$ cat src/rtl/main_alu.sv
// main_alu: small sequenced ALU. A LOAD cycle captures the operand registers A/B,
// the following EXEC cycle writes the accumulator from a one-hot operation select.
// Optional feature: define OVERFLOW_TRAP_EN to trap unsigned add carry, sub borrow
// and multiply high bits (ACC forced to all ones, FSM enters ERR). The default build
// wraps modulo 2^WIDTH.
module main_alu #(
    parameter int unsigned WIDTH = 8
) (
    input  logic             clk,
    input  logic             rst,
    input  logic             on,
    input  logic [2:0]       in_sel,
    input  logic [WIDTH-1:0] num1,
    input  logic [WIDTH-1:0] num2,
    input  logic [6:0]       out_sel,
    output logic [WIDTH-1:0] out,
    output logic [1:0]       currState,
    output logic [1:0]       nextState
);

    typedef enum logic [1:0] {
        StOff  = 2'b00,
        StLoad = 2'b01,
        StExec = 2'b10,
        StErr  = 2'b11
    } state_t;

    localparam logic [6:0] OpAdd = 7'b1000000;
    localparam logic [6:0] OpSub = 7'b0100000;
    localparam logic [6:0] OpMul = 7'b0010000;
    localparam logic [6:0] OpAnd = 7'b0001000;
    localparam logic [6:0] OpOr  = 7'b0000100;
    localparam logic [6:0] OpXor = 7'b0000010;
    localparam logic [6:0] OpNot = 7'b0000001;

    state_t           state_q, state_d;
    logic [WIDTH-1:0] a_q, a_d;
    logic [WIDTH-1:0] b_q, b_d;
    logic [WIDTH-1:0] acc_q, acc_d;
    logic [WIDTH-1:0] result;
    logic             op_valid;
    logic             ovf;

`ifdef OVERFLOW_TRAP_EN
    logic [WIDTH:0]     add_full;
    logic [2*WIDTH-1:0] mul_full;
`endif

    // Exactly one bit of out_sel set; anything else is an invalid opcode.
    assign op_valid = (out_sel != 7'd0) && ((out_sel & (out_sel - 7'd1)) == 7'd0);

    // Operation datapath and overflow detection.
    always_comb begin
        result = acc_q;
        ovf    = 1'b0;
`ifdef OVERFLOW_TRAP_EN
        add_full = {1'b0, a_q} + {1'b0, b_q};
        mul_full = {{WIDTH{1'b0}}, a_q} * {{WIDTH{1'b0}}, b_q};
        case (out_sel)
            OpAdd: begin
                result = add_full[WIDTH-1:0];
                ovf    = add_full[WIDTH];
            end
            OpSub: begin
                result = a_q - b_q;
                ovf    = (a_q < b_q);
            end
            OpMul: begin
                result = mul_full[WIDTH-1:0];
                ovf    = (mul_full[2*WIDTH-1:WIDTH] != '0);
            end
            OpAnd:   result = a_q & b_q;
            OpOr:    result = a_q | b_q;
            OpXor:   result = a_q ^ b_q;
            OpNot:   result = ~a_q;
            default: result = acc_q;
        endcase
`else
        case (out_sel)
            OpAdd:   result = a_q + b_q;
            OpSub:   result = a_q - b_q;
            OpMul:   result = a_q * b_q;
            OpAnd:   result = a_q & b_q;
            OpOr:    result = a_q | b_q;
            OpXor:   result = a_q ^ b_q;
            OpNot:   result = ~a_q;
            default: result = acc_q;
        endcase
`endif
    end

    // Next-state and register next-values; on=0 overrides everything and holds data.
    always_comb begin
        state_d = state_q;
        a_d     = a_q;
        b_d     = b_q;
        acc_d   = acc_q;
        if (!on) begin
            state_d = StOff;
        end else begin
            case (state_q)
                StOff: state_d = StLoad;
                StLoad: begin
                    state_d = StExec;
                    // Priority: clear > load > persist; 000 holds.
                    if (in_sel[0]) begin
                        a_d = '0;
                        b_d = '0;
                    end else if (in_sel[1]) begin
                        a_d = num1;
                        b_d = num2;
                    end else if (in_sel[2]) begin
                        a_d = acc_q;
                        b_d = num2;
                    end
                end
                StExec: begin
                    if (!op_valid) begin
                        state_d = StErr;
                    end else if (ovf) begin
                        acc_d   = '1;
                        state_d = StErr;
                    end else begin
                        acc_d   = result;
                        state_d = StLoad;
                    end
                end
                StErr:   state_d = StLoad;
                default: state_d = StOff;
            endcase
        end
    end

    // State and datapath registers with asynchronous reset.
    always_ff @(posedge clk or posedge rst) begin
        if (rst) begin
            state_q <= StOff;
            a_q     <= '0;
            b_q     <= '0;
            acc_q   <= '0;
        end else begin
            state_q <= state_d;
            a_q     <= a_d;
            b_q     <= b_d;
            acc_q   <= acc_d;
        end
    end

    assign out       = acc_q;
    assign currState = state_q;
    assign nextState = state_d;

endmodule

$ cat config.mk
export PLATFORM = sky130hd
export DESIGN_NAME = main_alu
export DESIGN_NICKNAME = d
export VERILOG_FILES = /design/src/rtl/main_alu.sv
export SDC_FILE = /design/constraint.sdc
export NUM_CORES = 1
export LEC_CHECK = 0
export CAP_MARGIN = 25
export CORE_AREA = 2 2 77 79
export DETAILED_ROUTE_END_ITERATION = 16
export DIE_AREA = 0 0 79 81
export MAX_ROUTING_LAYER = met4
export PLACE_DENSITY = 0.88
export REMOVE_ABC_BUFFERS = 1
export SETUP_SLACK_MARGIN = 0.15
export SLEW_MARGIN = 20
export SYNTH_ARGS = -nofsm -noshare
export SYNTH_HDL_FRONTEND = slang
export SYNTH_SLANG_ARGS = --single-unit
$ cat constraint.sdc
create_clock -name clk -period 5.5 [get_ports clk]
set_input_delay 1.375 -clock clk [delete_from_list [all_inputs] [get_ports clk]]
set_output_delay 1.375 -clock clk [all_outputs]
set_load 0.01 [all_outputs]
==> summary.md, run 1 <==
| Metric | Value |
|---|---|
| Post-CTS Resized | 0 |
| Grt total ovfl | 0 |
| DR DRC count | 0 |
| CP bufs+invs | 2 |
| Data arrival time of the worst path | 3880 ps |
| Final worst clock skew | 8.54 ps |
| Reg-to-Reg End | out[7]$_DFFE_PP0P_ |
| Setup bufs post-CTS | 0 |
| All-Layer GR Usage | ~27% |
| Yosys cell types | 53 |
| Cells along the critical path | clkdlybuf4s50_1, or3_4, o31a_1, a41o_1, o21ai_2, and2b_1, o21a_1, clkdlybuf4s50_1 |
| Pin count of the biggest net entering global routing | 33 |
| CTS Buf Count | 3 |
| CP startpoint kind | input port |
| Main flop type after synthesis | dfrtp_1 |
| Layout cells sized above 1 | between 4 and 5% |
| Area of the die | around 6400 sq um |
| Ant diodes | 0 |
| Critical Path Sink | nextState[1] |
| Final worst path period need | between 5000 and 6000 ps |
| I/O pins | 41 |
| Die height | around 81 microns |
| Top delay family on crit path | buffers and inverters |
| Htree depth | 1 |
| Max Root-Sink Buffers | 2 |
| CP Capture Type | output port |
| Worst reg2reg setup slack | around 910 ps |
| Stages on the worst setup path | 8 |
| Ys Warns | 0 |
| DRT iter0 DRCs | approximately 300 |
| Die Width | approximately 79 microns |
| I/O Buffers | 40 |
| Sequential-to-total area share from yosys stat | a little over a fifth |
| Routed WL | ~8000 microns |
| Cell accounting for the most synthesized area | dfrtp_1 |
| Ranking of synthesized cells by area | dfrtp_1, ha_1, fa_1, xnor2_1, inv_1 |
| Clk pin slew, worst setup/hold paths | around 80 ps |
| MaxCap Viol Count | 0 |
| Slowest Stage Delay on Critical Path | roughly 560 ps |
| Synth top area share | a little over a fifth |
| Period utilization | roughly 96% |
| Wirelength per Cell | around 16 microns |
| Setup Viol. Count Final | 0 |
| Final-report hold violation count | 0 |
| Worst slew pin tran | 732 ps |
| Yosys reg bits | 26 |
| First-pass GRT wire length | between 10000 and 15000 microns |
| Root buf cell | clkbuf_8 |
| Required time worst endpoint | just over 4000 ps |
| Status | finished, final reports clean |
| Via Count | 2722 |
| Final HPWL DP | between 6000 and 7000 microns |
| First-pass DRT Iterations | 5 |
| EDFF count, synth | 0 |
| Static Leak | 1.61 nW |
| Fin nets | between 400 and 500 |
| Power Dens Cells | approximately 300 nW/um^2 |
| Vias in the first global route | 2855 |
| R2R cell count | 14 |
| Initial antenna violation count | 0 |
| Ys async rst share | 100% |
| Instance count of the mapped netlist | between 300 and 400 |
| Vias per inst | 5.66 |
| Worst Hold Class | reg2reg |
| Gpl congestion | just over 0.9 |
| CTS sink cnt | 26 |
| Hold_ws | 551 ps |
| Area growth syn-to-layout | 16.0% |
| Cell Rows | 28 |
| Core area | between 5000 and 6000 sq um |
| Max Clk Rate | 190 MHz |
| RSZ-0062 raised after global routing | false |
| Most common cell after layout, fill and taps aside | inv_1 |
| Remaining antenna violation count | 0 |
| Peak VDD IR | about 0.33 mV |
| Critical path type | in2out |
| Hold_buf cts | 0 |
| CP dominant cell by count | clkdlybuf4s50_1 |
| Max Transition Viols Final | 0 |
| Worst r2r src | a_q[1]$_DFFE_PP0P_ |
| Slowest cell on the critical path | clkdlybuf4s50_1 |
| Commonest cells after routing, fill and taps aside | inv_1, nand2_1, ha_1, clkdlybuf4s50_1, nor2_1 |
| Worst hold start | out[1]$_DFFE_PP0P_ |
| Initial Utilization | a little over half |
| TNS Setup | 0 ps |
| Max-Slew Margin vs Limit | between 50% and 60% |
| CTS tree | built |
| Avg Inst Size Synth | 8.32 sq um |
| Post-Synthesis Cell Area | a little over 3000 sq um |
| Largest fanout on the critical path | 9 |
| Critical Path Source | out_sel[2] |
| Later-pin clock latency in the skew report | approximately 270 ps |
-- state kept, by name, summed over array words and instances, names as in the netlist --
| signal | flops |
|---|---|
| a_q | 8 |
| b_q | 8 |
| out | 8 |
| currState | 2 |
-- metal layers --
metal	vias to the layer above	GRT usage [%]	share of wire [%]
met5	-	-	0
met4	0	7.59	1.7
met3	15	1.44	4.7
li1	1322	-	-
met1	1278	34.8	44
met2	107	46.9	50
-- report_power, final --
group / internal, W / switching [W] / total [W]
combinational: 0.000304 / 0.000335 / 0.000639
sequential: 0.000238 / 0.0000814 / 0.000319
clock: 0.0000492 / 0.0000606 / 0.000110
total: 0.000591 / 0.000477 / 0.00107
-- cell type report --
class / instances / area [sq um]
Sequential cell: 26 / 651
Tap cell: 75 / 93.8
Multi-Input combinational cell: 288 / 2230
Inverter: 47 / 176
Fill cell: 504 / 2070
Timing Repair Buffer: 42 / 419
Clock buffer: 3 / 41.3
-- synth_stat cells, types with 4 or more instances --
cell type,instances
clkbuf_1,5
o21ai_0,17
ha_1,40
fa_1,13
a22oi_1,6
nand2_1,44
xnor2_1,24
o22ai_1,6
nor2_1,34
a21oi_1,15
o31ai_1,8
mux2i_1,9
dfrtp_1,26
xor2_1,6
nand2b_1,12
buf_2,4
nor2b_1,9
inv_1,46
-- worst min path at each step --
stage | slack, ps | to | cells after the start
2_1_floorplan | 530 | b_q[7]$_DFFE_PP0P_ | 2
3_3_place_gp | 500 | out[1]$_DFFE_PP0P_ | 1
3_5_place_dp | 530 | out[1]$_DFFE_PP0P_ | 1
4_1_cts | 560 | out[1]$_DFFE_PP0P_ | 1
5_1_grt | 580 | out[1]$_DFFE_PP0P_ | 1
6_report | 550 | out[1]$_DFFE_PP0P_ | 1
-- metrics by stage --
stage	instance area (sq um)	total power (W)	cells	util [%]	setup slack (ps)
final	3610	0.00107	481	63.6	245
after global routing	3610	0.00116	481	63.6	148
after CTS	3590	0.00106	480	63.3	196
after detailed placement	3550	0.000945	477	62.6	204
after global placement	3550	0.000924	477	62.6	324
after floorplan	3030	0.000738	361	-	1450
-- logic make-up (layout without fill, tap and decap cells) --
family                     Yosys count  in the layout  share of synthesized area [%]
AOI/OAI and AO/OA                   80             80                           17.3
xor gates and xnor gates            30             30                           8.44
adders and majority gates           53             53                           24.4
buffers and inverters               60             92                           8.24
DFF                                 26             26                           20.9
muxes                                9              9                           2.90
and+or+nand+nor                    116            116                           17.7
Note: power is estimated with default switching activity, not from simulation.
==> run 2: changes to the inputs <==
--- a/config.mk
+++ b/config.mk
@@ -6,9 +6,10 @@
 export NUM_CORES = 1
 export LEC_CHECK = 0
 export CAP_MARGIN = 25
-export CORE_AREA = 2 2 77 79
+export CORE_AREA = 5 5 80 82
+export CTS_CLUSTER_DIAMETER = 30
 export DETAILED_ROUTE_END_ITERATION = 16
-export DIE_AREA = 0 0 79 81
+export DIE_AREA = 0 0 85 87
 export MAX_ROUTING_LAYER = met4
 export PLACE_DENSITY = 0.88
 export REMOVE_ABC_BUFFERS = 1
==> run 2 against run 1 <==
Register-to-register slack better by 90 ps; global-route usage down 4.8 points; clock power down 4%; non-clock buffer count up 1; critical path depth unchanged; clock-buffer cell count unchanged; clock skew down 5.2 ps; setup slack better by 36 ps; sequential power up 1%; sequential share of layout area down 0.11 points; largest cell class unchanged; largest power group unchanged; highest routed layer unchanged.
==> summary.md, run 2 (synthesis gave the netlist of run 1 again) <==
| Metric | Value |
|---|---|
| Largest fanout on the critical path | 9 (unchanged) |
| Routed WL | 7900 microns (-0.32%) |
| Worst slew pin tran | 772 ps (+40.4 ps) |
| Pint | 0.000593 W (+0.24%) |
| Data arrival time of the worst path | 3840 ps (-40 ps) |
| MaxCap Viol Count | 0 (unchanged) |
| Final WS setup | 282 ps (+36.3 ps) |
| CP Capture Type | output port |
| Htree depth | 1 (unchanged) |
| RSZ-0062 raised after global routing | false |
| Max-Slew Margin vs Limit | 48.5% (-2.7 points) |
| CTS sink cnt | 26 (unchanged) |
| Most common cell after layout, fill and taps aside | inv_1 |
| Vias in the first global route | 2762 (-3.3%) |
| Pin count of the biggest net entering global routing | 33 (unchanged) |
| DRT iter0 DRCs | 208 (-30%) |
| I/O pins | 41 (unchanged) |
| Initial Utilization | 54.8% (unchanged) |
| Die height | 87 microns (+7.4%) |
| All-Layer GR Usage | 22.3% (-4.8 points) |
| Gpl congestion | 0.958 (+2.8%) |
| Final worst path period need | 5220 ps (-36.3 ps) |
| Remaining antenna violation count | 0 (unchanged) |
| Fin nets | 491 (+0.20%) |
| Status | finished, final reports clean |
| Period utilization | 94.9% (-0.66 points) |
| Wirelength per Cell | 16.4 microns (-0.52%) |
| CTS tree | built |
| Via Count | 2782 (+2.2%) |
| Max Clk Rate | 192 MHz (+0.69%) |
| Sequential share of power | 30.5% (+0.6 points) |
| Layout cells sized above 1 | 4.91% (-0.012 points) |
| Power Dens Cells | 292 nW/um^2 (-1.4%) |
| Area growth syn-to-layout | 16.6% |
| CTS Buf Count | 3 (unchanged) |
| Setup bufs post-CTS | 0 (unchanged) |
| Post-CTS Resized | 0 (unchanged) |
| Commonest cells after routing, fill and taps aside | inv_1, nand2_1, ha_1 |
| Ant diodes | 0 (unchanged) |
| Peak VDD IR | 0.234 mV (-28%) |
| Hold_ws | 544 ps (-7.35 ps) |
| Later-pin clock latency in the skew report | 270 ps (about the same) |
| Clk pin slew, worst setup/hold paths | 80 ps (about the same) |
| Root buf cell | clkbuf_8 |
| Pre-CTS setup slack | 269 ps (+65.3 ps) |
| Final Non-Filler Cells | 482 (+0.21%) |
| Final HPWL DP | 6230 microns (-0.46%) |
| Core area | 5680 sq um (unchanged) |
| Cells after DPL | 477 (unchanged) |
| Max Transition Viols Final | 0 (unchanged) |
| TNS Setup | 0 ps (unchanged) |
| I/O Buffers | 40 (unchanged) |
| Area of the die | 7400 sq um (+16%) |
| Die Width | 85 microns (+7.6%) |
| Cell Rows | 28 (unchanged) |
| Initial antenna violation count | 0 (unchanged) |
| DR DRC count | 0 (unchanged) |
| CP startpoint kind | input port |
| Clock network fraction of design power | 10.0% (-0.3 points) |
| Grt total ovfl | 0 (unchanged) |
| Hold_buf cts | 0 (unchanged) |
| Layout Utilization | 64.0% (+0.37 points) |
| Required time worst endpoint | 4120 ps (about the same) |
| First-pass DRT Iterations | 6 (+1) |
| Max Root-Sink Buffers | 2 (unchanged) |
| Static Leak | 1.63 nW (+1.2%) |
| Vias per inst | 5.77 (+2.0%) |
| Switching power | 0.000466 W (-2.2%) |
| Worst Hold Class | reg2reg |
| Final worst clock skew | 3.37 ps (-5.17 ps) |
| Critical path type | in2out |
| Net Sw Frac | 44.0% (-0.61 points) |
| Final-report hold violation count | 0 (unchanged) |
| Combinational power share | 59.5% (-0.3 points) |
| First-pass GRT wire length | 13100 microns (-1.5%) |
| Setup Viol. Count Final | 0 (unchanged) |
==> run 2: power by group through the flow <==
stage	sequential, W	combinational, W	clock, W
after floorplan	0.000307	0.000431	0
after global placement	0.000321	0.000600	0
after detailed placement	0.000324	0.000618	0
after CTS	0.000321	0.000626	0.000109
after global routing	0.000330	0.000703	0.000116
final	0.000323	0.000630	0.000106
==> run 2: path summary, 6_finish.rpt <==
| path | startpoint | to | slack (ps) | cells past startpoint |
|---|---|---|---|---|
| setup / recovery | out_sel[2] | nextState[1] | 280 | 8 |
| hold / removal | out[1]$_DFFE_PP0P_ | out[1]$_DFFE_PP0P_ | 540 | 1 |
| setup reg to reg | b_q[4]$_DFFE_PP0P_ | out[7]$_DFFE_PP0P_ | 1000 | 14 |
| hold reg to reg | out[1]$_DFFE_PP0P_ | out[1]$_DFFE_PP0P_ | 540 | 1 |
| max in group asynchronous | rst | b_q[0]$_DFFE_PP0P_ | 3640 | 3 |
| min in group asynchronous | rst | out[5]$_DFFE_PP0P_ | 1400 | 2 |
==> run 2: worst max-delay path: stages <==
cell	delay [ps]
clkdlybuf4s50_1	540
or3_4	450
o31a_1	260
a41o_1	210
o21ai_2	150
and2b_1	200
o21a_1	180
clkdlybuf4s50_1	480
==> run 2: through the flow <==
step	area (sq um)	total power, W
after floorplan	3030	0.000738
after global placement	3550	0.000920
after detailed placement	3550	0.000941
after CTS	3590	0.00106
after global routing	3630	0.00115
final	3630	0.00106
==> run 2: area by class of cell <==
type,count,area (sq um)
clock buffer,3,41.3
fill,502,2050
inverter,47,176
multi-input combinational,288,2230
sequential,26,651
tap,75,93.8
timing repair buffer,43,440
==> run 2: routing by layer <==
layer | vias up | part of all wire, % | global-route usage [%]
li1 | 1319 | - | -
met4 | 0 | 2.6 | 6.62
met2 | 125 | 48 | 37.4
met3 | 19 | 6.3 | 1.51
met1 | 1319 | 43 | 29.2
met5 | - | 0 | -
==> RTL edit, RTL diff (config.mk and constraints of run 1) <==
`a_q` and `b_q` no longer have a reset.
--- a/src/rtl/main_alu.sv
+++ b/src/rtl/main_alu.sv
@@ -137,4 +137,2 @@
             state_q <= StOff;
-            a_q     <= '0;
-            b_q     <= '0;
             acc_q   <= '0;
@@ -142,6 +140,9 @@
             state_q <= state_d;
-            a_q     <= a_d;
-            b_q     <= b_d;
             acc_q   <= acc_d;
         end
+    end
+
+    always_ff @(posedge clk) begin
+        a_q <= a_d;
+        b_q <= b_d;
     end
Formal check against the unedited RTL: not equivalent (a bounded check fails within 10 cycles, from zero or initial values and one cycle with rst high; the reset may be asserted at any time).
==> RTL edit against run 1 <==
- worst setup slack improved by 0.26 ns
- critical path depth did not move
- sequential cell count did not move
- synthesized cell count fell by 8.6%
- highest routed layer unchanged
- die area did not move
- wire length fell by 7.2%
- sequential power fell by 15%
- final cell count fell by 6.0%
- utilization fell by 1.3 points
- power fell by 34%
- synthesized area fell by 3.1%
- final area fell by 2.1%
==> RTL edit: results (changes against run 1) <==
DRT iter0 DRCs -> 191 (was 296)
Synth Flop Type -> edfxtp_1 (was dfrtp_1)
Diode count -> 0 (unchanged)
Most frequent cells after synthesis -> 45 x inv_1, 40 x ha_1, 33 x nand2_1, 30 x nor2_1, 18 x o21ai_0 (was 46 x inv_1, 44 x nand2_1, 40 x ha_1, 34 x nor2_1, 26 x dfrtp_1)
Compound-gate portion of the synthesized area -> 14.9% (was 17.3%)
Worst setup startpoint -> out_sel[3] (was out_sel[2])
GPL Wtd Cong -> 0.955 (was 0.932)
Status -> completed (unchanged)
Hold path cells -> 2 (was 1)
Max stage delay on crit path -> 0.58 ns (was 0.56 ns)
HPWL Detailed -> 6000 um (was 6260 um)
R2R Setup Slk -> 0.88 ns (was 0.91 ns)
Worst Path Arrival -> 3.62 ns (was 3.88 ns)
Setup Skew -> 0.00258 ns (was 0.00854 ns)
Worst Hold Path EP -> out[5] (was out[1])
Sequential fraction of the synthesis area -> 24.2% (was 20.9%)
Synth Area in Adders -> 25.2% (was 24.4%)
VDD IR max -> 0.198 mV (was 0.326 mV)
Drt first pass iters -> 6 (was 5)
Met3 GRT Util -> 1.22% (was 1.44%)
DR WL met2 -> 3650 um (was 3960 um)
Wire length on met1 -> 3300 um (was 3450 um)
H-tree depth -> 1 (unchanged)
Max Fclk -> 200 MHz (was 190 MHz)
First-pass GRT wire length -> 12,100 um (was 13,300 um)
Worst slack, placed -> 0.522 ns (was 0.204 ns)
Slew headroom -> 49.6% (was 51.2%)
# nets final -> 460 (was 490)
Vias per std cell -> 5.66 (about the same)
Share of flip-flops with an asynchronous set or reset -> 38.5% (was 100%)
Share of cells above drive strength 1 -> 2.39% (was 4.93%)
Post-Synth XOR/XNOR Area -> 8.76% (was 8.44%)
Met1 GRT Util -> 31.2% (was 34.8%)
Gr usage total -> 24.9% (was 27.1%)
Area after DPL -> 3480 um2 (was 3550 um2)
FF-to-FF Start -> a_q[1] (unchanged)
Number of enable flip-flop cells after synthesis -> 16 (was 0)
Largest net degree at the start of global routing -> 18 (was 33)
# fillers -> 519 (was 504)
Post-synth cell types -> 46 (was 53)
Synth area leaders -> ha_1 17%, edfxtp_1 16%, fa_1 8.6% (was dfrtp_1 21%, ha_1 16%, fa_1 8.4%)
RTL edit: metrics by stage:
stage,hold WS [ns],instances
3_3_place_gp,0.492,447
4_1_cts,0.525,451
5_1_grt,0.574,452
3_5_place_dp,0.497,447
2_1_floorplan,0.533,331
6_report,0.526,452
RTL edit: cell families (layout without fill, tap and decap cells):
logic type | count (synthesis) | after routing
fa+ha+maj | 53 | 53
compound gates | 66 | 66
flops | 26 | 26
xor+xnor | 27 | 27
mux | 9 | 9
buf+inv | 56 | 91
simple gates | 105 | 105
RTL edit: layout make-up:
class	instances	area (um2)	share of cell area [%]
well taps	75	93.8	2.66
flip-flops and latches	26	731	20.7
inverters	45	169	4.78
multi-input cells	260	2080	58.9
repair buffers	42	413	11.7
clock buffers	4	45.0	1.28
RTL edit: power breakdown:
group          internal [mW]  leakage (nW)  switching [mW]
clock                 0.0519        0.0228          0.0562
sequential             0.240         0.278          0.0313
combinational          0.168          1.29           0.161
total                  0.460          1.59           0.248
